==> config.mk <==
export PLATFORM = sky130hd
export DESIGN_NAME = cover_toggle_drain
export DESIGN_NICKNAME = d
export VERILOG_FILES = /design/src/rtl/cover_pkg.sv /design/src/rtl/cover_lsb_pick.sv /design/src/rtl/cover_toggle_drain.sv
export SDC_FILE = /design/constraint.sdc
export NUM_CORES = 1
export LEC_CHECK = 0
export ABC_AREA = 1
export BUFFER_PORTS_ARGS = -buffer_cell sky130_fd_sc_hd__clkbuf_2
export CELL_PAD_IN_SITES_DETAIL_PLACEMENT = 1
export CELL_PAD_IN_SITES_GLOBAL_PLACEMENT = 1
export CORE_MARGIN = 2
export CORE_UTILIZATION = 41
export DETAILED_ROUTE_END_ITERATION = 7
export GPL_ROUTABILITY_DRIVEN = 0
export GPL_TIMING_DRIVEN = 1
export PLACE_DENSITY_LB_ADDON = 0.1
export SLEW_MARGIN = 0
export SYNTH_ARGS = -nofsm -noshare
export SYNTH_HDL_FRONTEND = slang
export SYNTH_SLANG_ARGS = --single-unit
==> constraint.sdc <==
create_clock -name clock -period 3.3 [get_ports clock]
set_input_delay 0.165 -clock clock [delete_from_list [all_inputs] [get_ports clock]]
set_output_delay 0.165 -clock clock [all_outputs]
set_load 0.1 [all_outputs]
==> src/rtl/cover_pkg.sv <==
// Shared definitions for the coverage drain blocks: index width, the default
// design-wide point total and the report-slot state type.
package cover_pkg;

    localparam int COVER_IDX_W         = 64;
    localparam int COVER_TOTAL_DEFAULT = 8940;

    typedef enum logic {
        SLOT_EMPTY = 1'b0,
        SLOT_HOLD  = 1'b1
    } slot_state_e;

endpackage

==> src/rtl/cover_lsb_pick.sv <==
// Combinational lowest-set-bit finder: reports whether any bit is set, the
// isolated lowest bit as a one-hot mask, and its binary position.
module cover_lsb_pick #(
    parameter int WIDTH = 40,
    parameter int IDX_W = (WIDTH > 1) ? $clog2(WIDTH) : 1
) (
    input  logic [WIDTH-1:0] vec_i,
    output logic             any_o,
    output logic [WIDTH-1:0] onehot_o,
    output logic [IDX_W-1:0] idx_o
);

    // Two's-complement trick isolates the lowest set bit; the one-hot mask is
    // then OR-encoded so no priority chain is needed for the index.
    always_comb begin
        any_o    = |vec_i;
        onehot_o = vec_i & (~vec_i + WIDTH'(1));
        idx_o    = '0;
        for (int i = 0; i < WIDTH; i++) begin
            idx_o = idx_o | (onehot_o[i] ? IDX_W'(i) : IDX_W'(0));
        end
    end

endmodule

==> src/rtl/cover_toggle_drain.sv <==
// Collects toggle-coverage hits for one group of points and drains every newly
// covered point exactly once through a valid/ready report slot.
module cover_toggle_drain
    import cover_pkg::*;
#(
    parameter int          WIDTH       = 40,
    parameter int unsigned COVER_INDEX = 0,
    parameter int unsigned COVER_TOTAL = COVER_TOTAL_DEFAULT
) (
    input  logic                       clock,
    input  logic                       reset,
    input  logic [WIDTH-1:0]           valid,
    input  logic                       clear,
    output logic                       out_valid,
    input  logic                       out_ready,
    output logic [COVER_IDX_W-1:0]     out_index,
    output logic [$clog2(WIDTH+1)-1:0] covered_count,
    output logic                       all_covered
);

    localparam int CNT_W = $clog2(WIDTH + 1);
    localparam int IDX_W = (WIDTH > 1) ? $clog2(WIDTH) : 1;

    if (longint'(COVER_INDEX) + longint'(WIDTH) > longint'(COVER_TOTAL)) begin : g_range_err
        $error("cover_toggle_drain: COVER_INDEX+WIDTH exceeds COVER_TOTAL");
    end

    slot_state_e                state_q, state_d;
    logic [WIDTH-1:0]           pending_q, pending_d;
    logic [WIDTH-1:0]           reported_q, reported_d;
    logic [COVER_IDX_W-1:0]     index_q, index_d;
    logic [CNT_W-1:0]           count_q, count_d;
    logic                       all_q, all_d;

    logic                       pick_any_s;
    logic [WIDTH-1:0]           pick_onehot_s;
    logic [IDX_W-1:0]           pick_idx_s;
    logic                       load_s;
    logic                       handshake_s;

    cover_lsb_pick #(
        .WIDTH (WIDTH),
        .IDX_W (IDX_W)
    ) u_pick (
        .vec_i    (pending_q),
        .any_o    (pick_any_s),
        .onehot_o (pick_onehot_s),
        .idx_o    (pick_idx_s)
    );

    // Next-state for bitmaps, report slot and counters. The pick uses the
    // registered pending map, so a same-cycle hit waits one cycle.
    always_comb begin
        state_d     = state_q;
        pending_d   = pending_q;
        reported_d  = reported_q;
        index_d     = index_q;
        count_d     = count_q;
        handshake_s = (state_q == SLOT_HOLD) && out_ready;
        load_s      = (state_q == SLOT_EMPTY) || out_ready;

        if (clear) begin
            state_d    = SLOT_EMPTY;
            pending_d  = '0;
            reported_d = '0;
            count_d    = '0;
        end else begin
            pending_d = pending_q | (valid & ~reported_q);

            if (load_s && pick_any_s) begin
                pending_d  = pending_d & ~pick_onehot_s;
                reported_d = reported_q | pick_onehot_s;
                index_d    = COVER_IDX_W'(COVER_INDEX) + COVER_IDX_W'(pick_idx_s);
                state_d    = SLOT_HOLD;
            end else if (load_s) begin
                state_d = SLOT_EMPTY;
            end else begin
                state_d = state_q;
            end

            if (handshake_s && (count_q != CNT_W'(WIDTH))) begin
                count_d = count_q + CNT_W'(1);
            end else begin
                count_d = count_q;
            end
        end

        all_d = (count_d == CNT_W'(WIDTH));
    end

    // State registers; reset additionally returns the reported index to 0.
    always_ff @(posedge clock) begin
        if (reset) begin
            state_q    <= SLOT_EMPTY;
            pending_q  <= '0;
            reported_q <= '0;
            index_q    <= '0;
            count_q    <= '0;
            all_q      <= 1'b0;
        end else begin
            state_q    <= state_d;
            pending_q  <= pending_d;
            reported_q <= reported_d;
            index_q    <= index_d;
            count_q    <= count_d;
            all_q      <= all_d;
        end
    end

    assign out_valid     = (state_q == SLOT_HOLD);
    assign out_index     = index_q;
    assign covered_count = count_q;
    assign all_covered   = all_q;

endmodule

## After elaboration in Yosys (flattened, before gate mapping)

Index checks and enable logic that the tools add are counted.

| operators by class | value |
|---|---|
| add/sub/neg operators | 2 |
| equality and inequality tests | 2 |
| muxes and demuxes | 44 |
| bitwise logic cells | 48 |
| reduce and logical (&&, ||, !) cells | 8 |

Operator list:

| kind | count |
|---|---|
| $or A6 B6 Y6 | 38 |
| $and A40 B40 Y40 | 3 |
| $not A40 Y40 | 3 |
| $mux W5 | 16 |
| $or A40 B40 Y40 | 2 |
| $mux W6 | 10 |
| $add A40 B1 Y40 const B | 1 |
| $mux W40 | 1 |
| $reduce_or A40 Y1 | 1 |
| $mux W4 | 8 |
| $mux W3 | 4 |
| $add A6 B1 Y6 const B | 1 |
| $eq A6 B6 Y1 const B | 1 |
| $ne A6 B6 Y1 const B | 1 |
| $mux W2 | 2 |
| $logic_and A1 B1 Y1 | 3 |
| $mux W1 | 3 |
| $not A1 Y1 | 2 |
| $reduce_and A2 Y1 | 1 |
| $reduce_bool A2 Y1 | 1 |
| $reduce_or A2 Y1 | 1 |
| $logic_or A1 B1 Y1 | 1 |

| storage, ports and cells | value |
|---|---|
| flip-flop bits (word level) | 94 |
| input port bits | 44 |
| output and inout bits | 72 |
| word-level logic and storage cells | 110 |

## Longest topological paths before layout

Gate-level depths: netlist of run 1.

| logic depth | value |
|---|---|
| depth after elaboration | 42 |
| mapped depth | 13 |
| mapped depth without buffers | 13 |

## Cells and area by module

A second synthesis of run 1 with hierarchy kept.

| second synthesis, totals | value |
|---|---|
| cells, all modules | 815 |
| area total of the unflattened synthesis | 5225.0 um^2 |

Modules (own cells, without submodules):

| module | instances | cells an instance | area an instance (um^2) | seq. area each (um^2) |
|---|---|---|---|---|
| cover_toggle_drain | 1 | 496 | 3806.2 | 1881.8 |
| cover_lsb_pick | 1 | 319 | 1418.9 | 0.0 |

## Worst setup path after synthesis of run 1

OpenSTA, ideal clock, no wires.

| path | value |
|---|---|
| path type | reg2reg |
| from | reg count_q[0], in the netlist covered_count[0] |
| to | reg all_q, in the netlist all_covered |
| setup time | 0.113 ns |
| arrival time | 2.258 ns |
| required time | 3.187 ns |
| path slack | 0.930 ns |
| stages on the path, launching flop included | 10 |
| clock period less this slack | 2.370 ns |
| cell sequence | dfxtp_1 -> inv_1 -> ha_1 -> nand4_1 -> nand2_1 -> nor3_1 -> nand2_1 -> xor2_1 -> nand3_1 -> nor2_1 |

| between the ends | value |
|---|---|
| cells in the longest elaborated chain, start to end | 5 |
| elaborated cells on any way between the ends | 6 |
| those cells by class | add/sub (1); eq/ne (2); mux (2); reduce/logical (1) |

RTL lines:

| element | RTL line | source |
|---|---|---|
| from (decl) | cover_toggle_drain.sv:32 | `logic [CNT_W-1:0] count_q, count_d;` |
| from (signal assigned) | cover_toggle_drain.sv:105 | `count_q <= count_d;` |
| parallel branches: the longest is 2 deep, another holds $add A6 B1 Y6 | - |  |
| $mux W6 * | cover_toggle_drain.sv:81 | `if (handshake_s && (count_q != CNT_W'(WIDTH))) begin` |
| $mux W6 * | cover_toggle_drain.sv:62 | `if (clear) begin` |
| $eq A6 B6 Y1 * | cover_toggle_drain.sv:88 | `all_d = (count_d == CNT_W'(WIDTH));` |
| to (signal assigned) | cover_toggle_drain.sv:106 | `all_q <= all_d;` |
| to (decl) | cover_toggle_drain.sv:33 | `logic all_q, all_d;` |

Every way passes the cells marked *.
A chain may end at the register's enable or synchronous reset.

## Worst setup path after layout of run 1

| path | value |
|---|---|
| from | reg pending_q[23] |
| to | reg pending_q[38] |

| between the ends | value |
|---|---|
| cells in the longest elaborated chain, start to end | 6 |
| elaborated cells on any way between the ends | 8 |
| those cells by class | add/sub (1); mux (1); bitwise (4); reduce/logical (2) |

RTL lines:

| element | RTL line | source |
|---|---|---|
| from (decl) | cover_toggle_drain.sv:29 | `logic [WIDTH-1:0] pending_q, pending_d;` |
| from (signal assigned) | cover_toggle_drain.sv:102 | `pending_q <= pending_d;` |
| $not A40 Y40 | cover_lsb_pick.sv:17 | `onehot_o = vec_i & (~vec_i + WIDTH'(1));` |
| $add A40 B1 Y40 | cover_lsb_pick.sv:17 |  |
| $and A40 B40 Y40 | cover_lsb_pick.sv:17 |  |
| $not A40 Y40 | cover_toggle_drain.sv:71 | `pending_d = pending_d & ~pick_onehot_s;` |
| $and A40 B40 Y40 | cover_toggle_drain.sv:71 |  |
| $mux W40 * | cover_toggle_drain.sv:70 | `if (load_s && pick_any_s) begin` |

Every way passes the cells marked *; elsewhere a longest branch is shown, timed or not.

==> results of run 1 <==
## Yosys cell counts (6+ instances only)
master	instances	area [um2]
sky130_fd_sc_hd__nand2_1	156	586
sky130_fd_sc_hd__inv_1	147	552
sky130_fd_sc_hd__nor2_1	127	477
sky130_fd_sc_hd__dfxtp_1	94	1880
sky130_fd_sc_hd__a21oi_1	72	360
sky130_fd_sc_hd__buf_4	60	450
sky130_fd_sc_hd__nand3_1	57	285
sky130_fd_sc_hd__nand4_1	16	100
sky130_fd_sc_hd__nor3_1	16	80.1
sky130_fd_sc_hd__o21ai_0	10	50.1
sky130_fd_sc_hd__clkbuf_1	8	30.0
sky130_fd_sc_hd__nor3_2	6	60.1
## routing by layer
layer | vias to the layer above | track usage (%) | part of all wire (%)
met1 | 2377 | 31.8 | 48
met3 | 32 | 3.57 | 4.4
met2 | 132 | 36.3 | 44
met5 | - | 0 | 0
met4 | 0 | 11.5 | 3.5
li1 | 2533 | - | -
## how the worst max path moves through the flow
stage	to	cells past startpoint	from	slack, ps
final	pending_q[38]	9	pending_q[23]	1070
after global placement	pending_q[38]	9	pending_q[27]	1190
after CTS	pending_q[38]	9	pending_q[23]	1060
after detailed placement	pending_q[38]	9	pending_q[23]	1080
after global routing	pending_q[38]	9	pending_q[27]	930
after floorplan	all_covered	9	covered_count[0]	930
## report_power, final
| group | internal (mW) | total (mW) | switching [mW] |
|---|---|---|---|
| clock | 0.564 | 1.00 | 0.438 |
| combinational | 0.134 | 0.770 | 0.636 |
| sequential | 1.17 | 1.21 | 0.0381 |
| total | 1.87 | 2.98 | 1.11 |
## through the flow
step           instances  util, %  instance area (um2)  hold WS [ps]
6_report            1054     46.3                 5860          70.1
5_1_grt             1054     46.3                 5860           101
3_3_place_gp        1040     44.1                 5590           416
2_1_floorplan        878        -                 5560           324
3_5_place_dp        1040     44.1                 5590           433
4_1_cts             1054     46.3                 5860          61.9
## logic make-up after synthesis
| group | Yosys count | synth area share (%) |
|---|---|---|
| other cells | 1 | 0.0701 |
| simple gates | 413 | 35.3 |
| buf+inv | 220 | 19.8 |
| xor+xnor | 2 | 0.328 |
| compound gates | 89 | 8.78 |
| fa+ha+maj | 2 | 0.468 |
| flops | 94 | 35.2 |
## state kept, by name, indices dropped and copies added, names as in the netlist
name	cells
all_covered	1
covered_count	6
out_index	6
out_valid	1
pending_q	40
reported_q	40
## cells in the final DEF, fill, tap and decap left out, types with 4 or more instances in the layout
cell type,count
sky130_fd_sc_hd__nand2_1,156
sky130_fd_sc_hd__clkbuf_2,57
sky130_fd_sc_hd__nor2_2,5
sky130_fd_sc_hd__clkbuf_16,9
sky130_fd_sc_hd__nand2_4,4
sky130_fd_sc_hd__conb_1,58
sky130_fd_sc_hd__nor3_2,6
sky130_fd_sc_hd__nor2_4,5
sky130_fd_sc_hd__a21oi_1,72
sky130_fd_sc_hd__o21ai_0,10
sky130_fd_sc_hd__or2_2,4
sky130_fd_sc_hd__nor2_1,127
sky130_fd_sc_hd__nand3_1,57
sky130_fd_sc_hd__nand4_1,16
sky130_fd_sc_hd__nor3_1,16
sky130_fd_sc_hd__dfxtp_1,94
sky130_fd_sc_hd__or2_1,5
sky130_fd_sc_hd__inv_1,147
## tightest hold or removal path: cells and delay by family
family | cells | cell delay, ps
AND/OR/NAND/NOR | 1 | 90
AO/OA/AOI/OAI | 1 | 60
buffers and inverters | 1 | 80
## layout make-up
cell class / instances / area, um2 / area share [%]
repair buffers: 60 / 308 / 5.25
inverters: 150 / 563 / 9.61
well taps: 172 / 215 / 3.67
clock buffers: 13 / 270 / 4.61
multi-input cells: 564 / 2620 / 44.7
clock inverters: 1 / 5.00 / 0.0854
flip-flops and latches: 94 / 1880 / 32.1
==> out/qor.csv, run 1 <==
stage,metric,value,unit
timing,transition time of the tightest slew-check pin,771,ps
routing,TritonRoute pass-1 iters,4,
floorplan,area inside the core boundary,12700,um2
global_route,via count of the first global-routing pass,5217,
timing,setup repair after global routing missed its margin,false,
setup_path,highest-delay cell along the critical path,sky130_fd_sc_hd__a21oi_4,
setup_path,critical path capture point type,flip-flop,
placement,minimum setup slack after placement,1080,ps
logic_synthesis,count of different cell masters after synthesis,33,
logic_synthesis,Post-synth top flop,sky130_fd_sc_hd__dfxtp_1,
timing,Final setup violation count,0,
routing,vias,5074,
setup_path,family with the most delay on the worst path,simple AND/OR/NAND/NOR gates,
setup_path,critical path data required time,3540,ps
routing,routed wire length,15800,um
floorplan,top-level port count,116,
routing,detailed router's first-iteration violation count,256,
logic_synthesis,fraction of registers with async set or reset after synthesis,0,%
clock_tree,clock tree from TritonCTS,yes,
status,status,"finished, final reports clean",
timing,top achievable clock speed,0.448,GHz
power_and_ir_drop,total leakage power,3.01,nW
layout,number of filler cells placed in the layout,1772,
setup_path,arrival time of the worst setup path,2480,ps
timing,"Worst Setup Slack, final",1070,ps
floorplan,floorplan die height,118,um
layout,nets@finish,925,
power_and_ir_drop,post-layout total power,2.98,mW
routing,antenna violation net count after detailed routing,0,
power_and_ir_drop,largest vdd supply drop,0.280,mV
flow_run,max capacitance violation total,0,
layout,growth of design area from synthesis to finish,9.64,%
global_route,global-route congestion overflow total,0,
clock_tree,# resized after CTS,0,
logic_synthesis,number of instances in the synthesized netlist,821,
floorplan,number of placement rows,41,
worst_hold_path,worst hold start,valid[37],
placement,hpwl dp,12500,um
setup_path,minimum setup slack among reg-to-reg paths,1070,ps
global_route,pin count of the biggest net entering global routing,41,
timing,final-report max-slew violation count,0,
timing,Final period util,67.6,%
global_route,wire length of the first global-routing pass,26100,um
routing,count of unresolved DRC violations after routing,0,
setup_path,FF-to-FF End,pending_q[38],
clock_tree,number of H-tree levels,3,
floorplan,initial core utilization,42.2,%
logic_synthesis,synthesized area divided by synthesized cell count,6.51,um2
setup_path,startpoint types,flip-flop,
layout,antenna diode count,0,
floorplan,area of the die,14000,um2
setup_path,Worst Path Max Fanout,26,
timing,Slew Limit Headroom,48.5,%
layout,share of cells above drive strength 1,12.2,%
logic_synthesis,sequential-to-total area share from yosys stat,35.2,%
logic_synthesis,flop and latch count out of synthesis,94,
logic_synthesis,Post-Syn Area,5350,um2
clock_tree,clock slew seen by the registers of the worst setup and hold paths,60,ps
logic_synthesis,number of synthesized flops with an enable pin,0,
timing,setup TNS,0,ps
power_and_ir_drop,total power density per cell area,509,nW/um2
worst_hold_path,number of instances on the worst hold path,3,
logic_synthesis,number of warnings issued by yosys,0,
clock_tree,CTS root buffer,sky130_fd_sc_hd__clkbuf_16,
routing,routed via count divided by cell count,4.81,
worst_hold_path,worst hold path type,input port to flip-flop,
clock_tree,worst skew pair latency,350,ps
clock_tree,deepest clock path buffer count,2,
global_route,Overall Global Routing Usage,23.4,%
timing,time the final worst path needs with I/O delays and setup,2230,ps
setup_path,"Critical Path, Cell by Cell",nor2_1 > nand2_1 > nor2_1 > nand2_1 > nor2_8 > a21oi_4 > nand4_1 > nand2_1 > nor2_1,
timing,hold violation count in the final report,0,
clock_tree,clock sink total,94,
clock_tree,total clock buffers created by CTS,9,
clock_tree,cts-stage hold buffer count,0,
worst_hold_path,end point of the most critical hold path,pending_q[37],
timing,Worst Clk Skew,8.13,ps
setup_path,Worst Reg-to-Reg Cells,9,
setup_path,worst flop-to-flop path startpoint,pending_q[23],
global_route,antenna violations before repair,0,
setup_path,CP bufs+invs,0,
floorplan,DIE WIDTH,118,um
setup_path,class of the most critical setup path,flip-flop to flip-flop,
routing,routed len/inst,15.0,um
clock_tree,number of setup buffers added after CTS,0,
setup_path,peak per-stage delay on the critical path,620,ps
placement,quantity of I/O buffers inserted on ports,57,
Note: power is estimated with default switching activity, not from simulation.
==> inputs of run 2 (changes only) <==
--- a/config.mk
+++ b/config.mk
@@ -5,12 +5,12 @@
 export SDC_FILE = /design/constraint.sdc
 export NUM_CORES = 1
 export LEC_CHECK = 0
-export ABC_AREA = 1
+export ABC_AREA = 0
 export BUFFER_PORTS_ARGS = -buffer_cell sky130_fd_sc_hd__clkbuf_2
 export CELL_PAD_IN_SITES_DETAIL_PLACEMENT = 1
 export CELL_PAD_IN_SITES_GLOBAL_PLACEMENT = 1
 export CORE_MARGIN = 2
-export CORE_UTILIZATION = 41
+export CORE_UTILIZATION = 39
 export DETAILED_ROUTE_END_ITERATION = 7
 export GPL_ROUTABILITY_DRIVEN = 0
 export GPL_TIMING_DRIVEN = 1
==> constraint.sdc (replaced) <==
create_clock -name clock -period 2.1 [get_ports clock]
set_input_delay 0.105 -clock clock [delete_from_list [all_inputs] [get_ports clock]]
set_output_delay 0.105 -clock clock [all_outputs]
set_load 0.1 [all_outputs]
==> out/qor.csv, run 2 <==
stage,metric,value,unit,change
status,status,finished with violations,,
status,violations in the final reports,"DRC, setup timing",,
timing,"Worst Setup Slack, final",-240,ps,-1310 ps
timing,setup repair after global routing missed its margin,true,,
layout,"commonest cells after routing, fill and taps aside","89 x sky130_fd_sc_hd__dfxtp_1, 82 x sky130_fd_sc_hd__buf_4, 67 x sky130_fd_sc_hd__nor2_1, 58 x sky130_fd_sc_hd__conb_1, 57 x sky130_fd_sc_hd__clkbuf_2",,
logic_synthesis,dominant combinational cell family by area after synthesis,simple AND/OR/NAND/NOR gates,,
layout,nets@finish,767,,-17%
logic_synthesis,Yosys top cell by area,sky130_fd_sc_hd__dfxtp_1,,
logic_synthesis,adder and majority gate portion of the synthesized area,0.755,%,+0.29 points
timing,setup TNS,-6590,ps,-6590 ps
logic_synthesis,count of different cell masters after synthesis,58,,+76%
power_and_ir_drop,total leakage power,2.66,nW,-12%
layout,summed area of non-filler cells in the final layout,6570,um2,+12%
clock_tree,CTS root buffer,sky130_fd_sc_hd__clkbuf_16,,
clock_tree,total clock buffers created by CTS,9,,unchanged
setup_path,class of the most critical setup path,flip-flop to flip-flop,,
flow_run,max capacitance violation total,0,,unchanged
timing,Slew Limit Headroom,53.5,%,+5.0 points
setup_path,arrival time of the worst setup path,2590,ps,+110 ps
layout,share of cells above drive strength 1,37.7,%,+25 points
logic_synthesis,sequential-to-total area share from yosys stat,40.5,%,+5.3 points
power_and_ir_drop,post-layout total power,4.92,mW,+65%
setup_path,Critical path destination,out_index[1],,
logic_synthesis,top-area cell type share of the netlist area,40.5,%,+5.3 points
logic_synthesis,number of warnings issued by yosys,0,,unchanged
placement,# placed instances,835,,-20%
layout,"Cell Count, Final, Fillers Out",867,,-18%
timing,final-report max-slew violation count,0,,unchanged
logic_synthesis,fraction of registers with async set or reset after synthesis,0,%,unchanged
logic_synthesis,fraction of the mapped netlist area in compound gates,17.0,%,+8.2 points
timing,Worst Clk Skew,7.20,ps,-0.929 ps
global_route,Overall Global Routing Usage,23.7,%,+0.26 points
timing,transition time of the tightest slew-check pin,691,ps,-80.0 ps
setup_path,highest-delay cell along the critical path,sky130_fd_sc_hd__or4_4,,
routing,antenna violation net count after detailed routing,0,,unchanged
logic_synthesis,multiplexer fraction of the synthesized cell area,0.216,%,+0.22 points
power_and_ir_drop,largest vdd supply drop,0.375,mV,+34%
setup_path,startpoint types,flip-flop,,
logic_synthesis,Post-synth top flop,sky130_fd_sc_hd__dfxtp_1,,
floorplan,area of the die,12800,um2,-8.4%
logic_synthesis,Post-Syn Area,4640,um2,-13%
logic_synthesis,flop and latch count out of synthesis,94,,unchanged
power_and_ir_drop,Flop pwr share,38.3,%,-2.3 points
layout,growth of design area from synthesis to finish,41.4,%,
timing,Final period util,111,%,+44 points
setup_path,Worst Reg-to-Reg Cells,8,,-1
power_and_ir_drop,switching power summed over all nets,1.72,mW,+54%
layout,antenna diode count,0,,unchanged
floorplan,floorplan die height,113,um,-4.3%
logic_synthesis,number of instances in the synthesized netlist,568,,-31%
placement,area after detailed placement,5500,um2,-1.5%
global_route,pin count of the biggest net entering global routing,27,,-34%
routing,TritonRoute pass-1 iters,7,,+3
global_route,global-route congestion overflow total,0,,unchanged
layout,most frequent standard cell in the layout excluding fill and tap cells,sky130_fd_sc_hd__dfxtp_1,,
routing,count of unresolved DRC violations after routing,9,,+9
timing,worst-case hold slack,1.92,ps,-68.2 ps
clock_tree,clock slew seen by the registers of the worst setup and hold paths,60,ps,about the same
routing,routed wire length,15500,um,-2.1%
global_route,via count of the first global-routing pass,4673,,-10%
logic_synthesis,synthesized area divided by synthesized cell count,8.17,um2,+26%
clock_tree,clock sink total,94,,unchanged
routing,routed via count divided by cell count,5.26,,+9.3%
worst_hold_path,worst hold path type,input port to flip-flop,,
logic_synthesis,number of synthesized flops with an enable pin,0,,unchanged
clock_tree,deepest clock path buffer count,2,,unchanged
timing,hold violation count in the final report,0,,unchanged
power_and_ir_drop,portion of total power attributed to the clock network,33.6,%,about the same
floorplan,top-level port count,116,,unchanged
routing,detailed router's first-iteration violation count,168,,-34%
logic_synthesis,largest cells by area after synthesis,"sky130_fd_sc_hd__dfxtp_1 41%, sky130_fd_sc_hd__buf_4 9.4%, sky130_fd_sc_hd__nor2_1 6.2%",,
setup_path,worst flop-to-flop path startpoint,pending_q[3],,
global_route,antenna violations before repair,0,,unchanged
setup_path,peak per-stage delay on the critical path,550,ps,-70 ps
routing,vias,4563,,-10%
setup_path,worst setup path startpoint,pending_q[3],,
clock_tree,worst skew pair latency,350,ps,about the same
power_and_ir_drop,Logic pwr share,28.1,%,+2.3 points
placement,hpwl dp,10900,um,-13%
setup_path,Worst Path Max Fanout,6,,-77%
floorplan,DIE WIDTH,113,um,-4.3%
floorplan,area inside the core boundary,11500,um2,-9.1%
timing,time the final worst path needs with I/O delays and setup,2340,ps,+108 ps
layout,Regs by FF count,"pending_q: 40 flops, reported_q: 40 flops",,
clock_tree,number of H-tree levels,3,,unchanged
power_and_ir_drop,total power density per cell area,749,nW/um2,+47%
timing,Final setup violation count,76,,+76
layout,post-layout utilization of the core,57.0,%,+11 points
placement,quantity of I/O buffers inserted on ports,57,,unchanged
routing,routed len/inst,17.9,um,+19%
power_and_ir_drop,switching share of power,34.9,%,-2.4 points
placement,minimum setup slack after placement,-209,ps,-1290 ps
setup_path,minimum setup slack among reg-to-reg paths,-240,ps,-1310 ps
logic_synthesis,parity-gate share of the synthesized area counting xor and xnor cells,1.13,%,+0.80 points
setup_path,"Critical Path, Cell by Cell",or4_4 > nor4_4 > buf_6 > buf_4 > nand4_4 > and4_1 > nor4b_2 > a311oi_1,,
timing,top achievable clock speed,0.427,GHz,-4.6%
power_and_ir_drop,internal power of the cells,3.20,mW,+71%
setup_path,critical path data required time,2350,ps,-1190 ps
setup_path,FF-to-FF End,out_index[1],,
clock_tree,clock tree from TritonCTS,yes,,
logic_synthesis,"share of synthesized cell area in and, or, nand and nor gates",25.9,%,-9.4 points
global_route,wire length of the first global-routing pass,23900,um,-8.6%
floorplan,initial core utilization,40.3,%,-1.9 points
setup_path,critical path capture point type,flip-flop,,
floorplan,number of placement rows,39,,-4.9%
logic_synthesis,leading cell type by number of instances after synthesis,sky130_fd_sc_hd__dfxtp_1,,
logic_synthesis,top cell types by occurrence after synthesis,"94 x sky130_fd_sc_hd__dfxtp_1, 77 x sky130_fd_sc_hd__nor2_1, 58 x sky130_fd_sc_hd__buf_4",,
## run 2: changes by cell type in the layout (fill, tap and decap cells not counted), sizes merged, moves of 25 or more
| cell | before | now |
|---|---|---|
| buf | 3 | 100 |
| a21oi | 73 | 48 |
| nand2 | 163 | 20 |
| inv | 150 | 39 |
| nand3 | 59 | 14 |
| nor2 | 139 | 77 |
| nor3 | 22 | 48 |
## run 2: repair_timing
item,CTS,global route
resized for setup,41,82
setup buffers,9,6
pin swaps,27,38
endpoints found under the setup margin,76,87
endpoints found under the hold margin,4,0
hold buffers,4,0
## run 2: kinds of logic after synthesis
| logic type | Yosys count |
|---|---|
| AO/OA/AOI/OAI | 123 |
| XOR/XNOR | 6 |
| adder cells (fa/ha/maj) | 3 |
| buffers and inverters | 115 |
| flip-flops | 94 |
| multiplexers | 1 |
| other | 1 |
| AND/OR/NAND/NOR | 225 |
## run 2: layer usage
metal	wire length [um]	vias to the layer above	GRT usage, %	part of all wire [%]
met5	0	-	0	0
met4	331	0	9.76	2.1
met3	462	23	3.11	3.0
met2	7960	95	40.6	51
met1	6730	2245	30.1	43
li1	-	2200	-	-
## run 2: final cells by class
type / instances / area [um2]
fillers: 1387 / 4950
multi-input cells: 416 / 2890
flip-flops and latches: 94 / 1890
repair buffers: 161 / 1170
clock buffers: 13 / 260
well taps: 143 / 179
inverters: 39 / 146
clock inverters: 1 / 30.0
## run 2: how the worst min path moves through the flow
stage	slack [ps]	from	cells after the start	end
2_1_floorplan	180	reset	1	out_index[0]
3_3_place_gp	340	valid[32]	3	pending_q[32]
3_5_place_dp	360	valid[27]	3	pending_q[27]
4_1_cts	2	reset	2	out_index[1]
5_1_grt	0.5	valid[4]	3	pending_q[4]
6_report	2	valid[4]	3	pending_q[4]
## run 2: power by group through the flow
| stage | Sequential (mW) | Combinational [mW] | Clock (mW) |
|---|---|---|---|
| after global placement | 1.92 | 1.19 | 0 |
| after floorplan | 2.01 | 0.864 | 0 |
| after global routing | 1.89 | 1.45 | 1.75 |
| final | 1.89 | 1.38 | 1.65 |
| after detailed placement | 1.92 | 1.21 | 0 |
| after CTS | 1.88 | 1.27 | 1.67 |
## run 2: critical path, delay by kind of cell, from the launching register on
family          cells  cell delay (ps)
simple gates        5             1300
flops               1              320
compound gates      1              310
buf+inv             2              300
